File: src/rtl/pmt_gate_pkg.sv
// Shared types and default widths for the PMT gate sequencer.
package pmt_gate_pkg;

  localparam int unsigned GATE_W_DEF = 16;
  localparam int unsigned GAP_W_DEF  = 8;
  localparam int unsigned PAIR_W_DEF = 8;

  typedef enum logic [2:0] {
    IDLE   = 3'd0,
    GATE_A = 3'd1,
    GAP_A  = 3'd2,
    GATE_B = 3'd3,
    GAP_B  = 3'd4
  } state_e;

endpackage

File: src/rtl/pmt_gate_timer.sv
// Loadable down-counter with registered zero flag; a zero length loads as one cycle.
module pmt_gate_timer #(
  parameter int unsigned W = 8
) (
  input  logic         clock,
  input  logic         reset_n,
  input  logic         load_i,
  input  logic         dec_i,
  input  logic [W-1:0] len_i,
  output logic         zero_o
);

  logic [W-1:0] cnt_q, cnt_d;
  logic         zero_q;

  // Loading len-1 makes zero_o mark the last cycle of the interval.
  always_comb begin
    cnt_d = cnt_q;
    if (load_i) begin
      cnt_d = (len_i == '0) ? '0 : len_i - W'(1);
    end else if (dec_i && (cnt_q != '0)) begin
      cnt_d = cnt_q - W'(1);
    end
  end

  always_ff @(posedge clock) begin
    if (!reset_n) begin
      cnt_q  <= '0;
      zero_q <= 1'b1;
    end else begin
      cnt_q  <= cnt_d;
      zero_q <= (cnt_d == '0);
    end
  end

  assign zero_o = zero_q;

endmodule

File: src/rtl/pmt_gate_sequencer.sv
// A/B gate-pair sequencer driving the PMT hold-value counter.
// Optional abort input enabled by defining PMT_GATE_ABORT_EN.
module pmt_gate_sequencer
  import pmt_gate_pkg::*;
#(
  parameter int unsigned GATE_W = GATE_W_DEF,
  parameter int unsigned GAP_W  = GAP_W_DEF,
  parameter int unsigned PAIR_W = PAIR_W_DEF
) (
  input  logic              clock,
  input  logic              reset_n,
  input  logic              start,
  input  logic [GATE_W-1:0] gate_len,
  input  logic [GAP_W-1:0]  gap_len,
  input  logic [PAIR_W-1:0] num_pairs,
`ifdef PMT_GATE_ABORT_EN
  input  logic              abort,
`endif
  output logic              sw_count,
  output logic              toggle,
  output logic              busy,
  output logic              done,
  output logic [PAIR_W-1:0] pair_idx
);

  state_e              state_q, state_d;
  logic [GATE_W-1:0]   gate_len_q;
  logic [GAP_W-1:0]    gap_len_q;
  logic [PAIR_W-1:0]   num_pairs_q;
  logic [PAIR_W-1:0]   pair_q, pair_d;
  logic                sw_count_q, toggle_q, busy_q, done_q, done_d;
  logic                latch_cfg;
  logic                gate_load, gate_dec, gate_zero;
  logic                gap_load, gap_dec, gap_zero;
  logic [GATE_W-1:0]   gate_len_sel;

  // The first gate load coincides with the config latch, so take the live input then.
  assign gate_len_sel = (state_q == IDLE) ? gate_len : gate_len_q;

  pmt_gate_timer #(.W(GATE_W)) u_gate_timer (
    .clock   (clock),
    .reset_n (reset_n),
    .load_i  (gate_load),
    .dec_i   (gate_dec),
    .len_i   (gate_len_sel),
    .zero_o  (gate_zero)
  );

  pmt_gate_timer #(.W(GAP_W)) u_gap_timer (
    .clock   (clock),
    .reset_n (reset_n),
    .load_i  (gap_load),
    .dec_i   (gap_dec),
    .len_i   (gap_len_q),
    .zero_o  (gap_zero)
  );

  always_comb begin
    state_d   = state_q;
    pair_d    = pair_q;
    done_d    = 1'b0;
    latch_cfg = 1'b0;
    gate_load = 1'b0;
    gate_dec  = 1'b0;
    gap_load  = 1'b0;
    gap_dec   = 1'b0;
    case (state_q)
      IDLE: begin
        if (start) begin
          latch_cfg = 1'b1;
          pair_d    = '0;
          if (num_pairs == '0) begin
            done_d = 1'b1;
          end else begin
            state_d   = GATE_A;
            gate_load = 1'b1;
          end
        end
      end
      GATE_A: begin
        if (gate_zero) begin
          state_d  = GAP_A;
          gap_load = 1'b1;
        end else begin
          gate_dec = 1'b1;
        end
      end
      GAP_A: begin
        if (gap_zero) begin
          state_d   = GATE_B;
          gate_load = 1'b1;
        end else begin
          gap_dec = 1'b1;
        end
      end
      GATE_B: begin
        if (gate_zero) begin
          if (pair_q == num_pairs_q - PAIR_W'(1)) begin
            state_d = IDLE;
            done_d  = 1'b1;
          end else begin
            state_d  = GAP_B;
            gap_load = 1'b1;
          end
        end else begin
          gate_dec = 1'b1;
        end
      end
      GAP_B: begin
        if (gap_zero) begin
          state_d   = GATE_A;
          gate_load = 1'b1;
          pair_d    = pair_q + PAIR_W'(1);
        end else begin
          gap_dec = 1'b1;
        end
      end
      default: state_d = IDLE;
    endcase
`ifdef PMT_GATE_ABORT_EN
    if (abort && (state_q != IDLE)) begin
      state_d   = IDLE;
      pair_d    = pair_q;
      done_d    = 1'b0;
      gate_load = 1'b0;
      gate_dec  = 1'b0;
      gap_load  = 1'b0;
      gap_dec   = 1'b0;
    end
`endif
  end

  // Outputs are registered from the next state so they align with state_q.
  always_ff @(posedge clock) begin
    if (!reset_n) begin
      state_q     <= IDLE;
      pair_q      <= '0;
      gate_len_q  <= '0;
      gap_len_q   <= '0;
      num_pairs_q <= '0;
      sw_count_q  <= 1'b0;
      toggle_q    <= 1'b1;
      busy_q      <= 1'b0;
      done_q      <= 1'b0;
    end else begin
      state_q    <= state_d;
      pair_q     <= pair_d;
      if (latch_cfg) begin
        gate_len_q  <= gate_len;
        gap_len_q   <= gap_len;
        num_pairs_q <= num_pairs;
      end
      sw_count_q <= (state_d == GATE_A) || (state_d == GATE_B);
      toggle_q   <= (state_d == IDLE) || (state_d == GATE_A) || (state_d == GAP_B);
      busy_q     <= (state_d != IDLE);
      done_q     <= done_d;
    end
  end

  assign sw_count = sw_count_q;
  assign toggle   = toggle_q;
  assign busy     = busy_q;
  assign done     = done_q;
  assign pair_idx = pair_q;

endmodule
File: config.mk
export PLATFORM = sky130hd
export DESIGN_NAME = pmt_gate_sequencer
export DESIGN_NICKNAME = d
export VERILOG_FILES = /design/src/rtl/pmt_gate_pkg.sv /design/src/rtl/pmt_gate_timer.sv /design/src/rtl/pmt_gate_sequencer.sv
export SDC_FILE = /design/constraint.sdc
export NUM_CORES = 1
export LEC_CHECK = 0
export CAP_MARGIN = 20
export CORE_UTILIZATION = 58
export DETAILED_ROUTE_END_ITERATION = 12
export GPL_ROUTABILITY_DRIVEN = 0
export PLACE_DENSITY = 0.78
export RECOVER_POWER = 50
export SLEW_MARGIN = 20
export SYNTH_ARGS = -nofsm -noshare
export SYNTH_HDL_FRONTEND = slang
export SYNTH_SLANG_ARGS = --single-unit
export TNS_END_PERCENT = 100
File: constraint.sdc
create_clock -name clock -period 4 [get_ports clock]
set_input_delay 0.8 -clock clock [delete_from_list [all_inputs] [get_ports clock]]
set_output_delay 0.8 -clock clock [all_outputs]
set_load 0.02 [all_outputs]
==> summary.txt <==
Status
  – Status: complete, no violations

CTS
  – CTS tree: done
  – Worst-path clk slew: 80 ps
  – Clock tree buffer depth: 2
  – CTS root buffer: clkbuf_8
  – Num CTS Buffers: 9
  – Hold-fix buffers at CTS: 0
  – Post-cts gate resize count: 0
  – Post-CTS setup repair buffer count: 0
  – CTS sink cnt: 73
  – Skew-Pair Late Insertion Delay: around 360 ps
  – H-tree levels: 3

Global routing
  – GRT overflow: 0
  – Largest net degree at the start of global routing: 35
  – Initial antenna violation count: 0
  – GRT Total Usage: 29.0%
  – First-pass GRT wire length: ~20000 um
  – Vias in the first global route: 4180

Routing
  – Number of antenna-violating nets in the routed design: 0
  – 1st-pass router iterations: 6
  – DRC violations left: 0
  – Iter 0 DRT Violations: ~260
  – DRT Wirelength: around 12000 um
  – Vias: 4570
  – Mean number of vias per cell: slightly above 6
  – Per-cell routed wire length: between 15 and 20 um

Critical path
  – Crit path capture type: flop
  – Crit path max fanout: 12
  – CP peak stage delay: around 600 ps
  – CP Launch Point: state_q[0]
  – CP Data Arrival Time: between 3000 and 4000 ps
  – WP data required: ~4300 ps
  – Crit path max-delay family: compound AO/OA/AOI/OAI gates
  – Crit path kind: reg2reg
  – Flop-to-flop setup slack: 550 ps
  – Worst setup SP type: flop
  – CP cell instances: nor3_4, clkbuf_1, nand4_1, a2111oi_1, xnor2_1, mux2i_1, o41ai_2, a41o_1
  – Slowest cell on crit path: clkbuf_1
  – Worst Path Buf+Inv: 1
  – Worst r2r src: state_q[0]

STA
  – Final worst path period need: ~3500 ps
  – Slew @ Worst Pin: 1450 ps
  – Crit share post-route: about 86%
  – Layout Skew: between 10 and 15 ps
  – Fin. max-slew vios: 0
  – RSZ-0062 raised after global routing: no
  – Slew HR: 3.00%
  – Post-Route Setup TNS: 0 ps
  – Final setup violation count: 0
  – Final Hold Viols: 0
  – FMAX: about 290 MHz

Power
  – Leakage: 2.03 nW
  – P per Cell Area: roughly 760 mW/mm^2
  – Max IR drop VDD: around 0.00034 V

Min path
  – Hold crit path type: reg2reg
  – Worst Min Path Start: num_pairs_q[7]

Yosys
  – Yosys cell types: between 60 and 70
  – Async S/R FF share, synth: 0%
  – Post-Syn Nets: about 630
  – FF+latch count, synth: 73
  – Register area share after synthesis: between 30% and 40%
  – Syn Std Cell Area: between 0.004 and 0.005 mm^2
  – Number of flops mapped to enable cells by yosys: 0
  – Syn Area/Cell: roughly 8 um^2
  – Synth Instances: between 500 and 600
  – Top FF cell, synth: dfxtp_1
  – Yosys warning count: 0

Floorplanning
  – Die ar.: 0.00835 mm^2
  – Die span in x: roughly 91 um
  – Site Rows: 32
  – Starting Density: between 50% and 60%
  – Die Height: about 91 um
  – # IOs: 47
  – CORE AREA: around 0.0077 mm^2

Final layout
  – Seq. cell area: 0.00146 mm^2
  – Number of fill cells: ~650
  – Synthesis-to-layout area growth: 16.0%
  – Area of the multi-input gates: approximately 0.003 mm^2
  – Layout cells sized above 1: under 10%
  – Ant diodes: 0
  – NumNets Final: 670
  – Fin util: a little over two thirds

Placed design
  – DP HPWL: 8680 um
  – Input/output buffers: 46

Job
  – Max cap viols: 0
-- Yosys cell counts, types with 7 or more instances --
cell type / n / share of area (%)
nand2_1: 89 / 7.2
nand3_1: 8 / 0.86
nand4_1: 11 / 1.5
mux2i_1: 16 / 3.5
a21oi_1: 46 / 5.0
inv_1: 18 / 1.5
clkbuf_1: 22 / 1.8
nor2_1: 49 / 4.0
xor2_1: 24 / 4.5
o21ai_1: 8 / 0.86
xnor2_1: 30 / 5.7
and2_1: 8 / 1.1
or3_1: 13 / 1.8
a211oi_1: 14 / 2.3
o21a_1: 7 / 1.1
dfxtp_1: 73 / 32
nor3_1: 14 / 1.5
nand2b_1: 9 / 1.2
nor4_1: 19 / 2.6
ha_1: 9 / 2.4
-- power breakdown --
| part | switching (W) | leakage, nW | internal (W) |
|---|---|---|---|
| Clock | 0.000278 | 0.0995 | 0.000351 |
| Sequential | 0.000241 | 0.598 | 0.000926 |
| Combinational | 0.00134 | 1.33 | 0.000931 |
| Total | 0.00186 | 2.03 | 0.00221 |
-- layout by cell type (no fill, tap or decap), types with 6 or more instances in the layout --
cell type        synthesis  final
a211oi_1                14     14
a21oi_1                 46     46
and2_1                   8      8
buf_4                    2      6
clkbuf_8                 0      9
clkdlybuf4s50_1          0     36
dfxtp_1                 73     73
dlygate4sd3_1            0     10
ha_1                     9      9
inv_1                   18     18
mux2i_1                 16     16
nand2_1                 89     89
nand2b_1                 9      9
nand3_1                  8      8
nand4_1                 11     11
nor2_1                  49     49
nor3_1                  14     14
nor4_1                  19     19
o21a_1                   7      7
o21ai_1                  8      8
or3_1                   13     13
xnor2_1                 30     30
xor2_1                  24     24
-- area by class of cell --
class	count	share of cell area (%)
Sequential cell	73	27.2
Tap cell	102	2.37
Clock buffer	11	2.44
Inverter	18	1.26
Timing Repair Buffer	54	9.55
Clock inverter	5	1.49
Multi-Input combinational cell	470	55.7
-- final timing paths --
kind / depth (start not counted) / endpoint
worst min register to register: 2 / num_pairs_q[7]
worst max register to register: 8 / u_gate_timer.zero_o
worst max-delay path: 8 / u_gate_timer.zero_o
worst min-delay path: 2 / num_pairs_q[7]
-- registers in the layout, indices dropped and copies added, names as in the netlist --
register	cells
busy	1
state_q	3
gate_len_q	16
done	1
u_gap_timer.zero_o	1
toggle	1
u_gap_timer.cnt_q	8
sw_count	1
gap_len_q	8
num_pairs_q	8
u_gate_timer.cnt_q	16
u_gate_timer.zero_o	1
pair_idx	8
-- metrics by stage --
| step | worst slack [ps] | area, um^2 | cells | power (W) | hold WS [ps] |
|---|---|---|---|---|---|
| 5_1_grt | 374 | 5370 | 733 | 0.00437 | 511 |
| 2_1_floorplan | 815 | 4630 | 588 | 0.00289 | 447 |
| 6_report | 548 | 5370 | 733 | 0.00407 | 480 |
| 4_1_cts | 693 | 5380 | 733 | 0.00403 | 485 |
| 3_3_place_gp | 438 | 5170 | 717 | 0.00336 | 462 |
| 3_5_place_dp | 369 | 5170 | 717 | 0.00340 | 474 |
-- cell families after synthesis --
group,after synthesis,share of synthesized area [%]
adders and majority gates,9,2.43
and+or+nand+nor,257,28.2
muxes,21,4.75
buffers and inverters,45,3.89
AOI/OAI and AO/OA,129,19.0
xor gates and xnor gates,54,10.2
DFF,73,31.5
-- worst reg2reg max path, stage by stage, from the launching register on --
cell and delay [ps]:
dfxtp_1 470, nor3_4 420, clkbuf_1 600, nand4_1 470, a2111oi_1 570, xnor2_1 180
mux2i_1 130, o41ai_2 370, a41o_1 180
-- routing by layer --
layer | track usage, % | up-vias | wire length, um
met5 | 0 | - | 0
met4 | 9.52 | 0 | 248
met3 | 5.28 | 30 | 860
met2 | 46.3 | 201 | 5520
met1 | 39.3 | 2139 | 5190
li1 | - | 2200 | -
No activity file was read; power rests on OpenSTA's default activity.
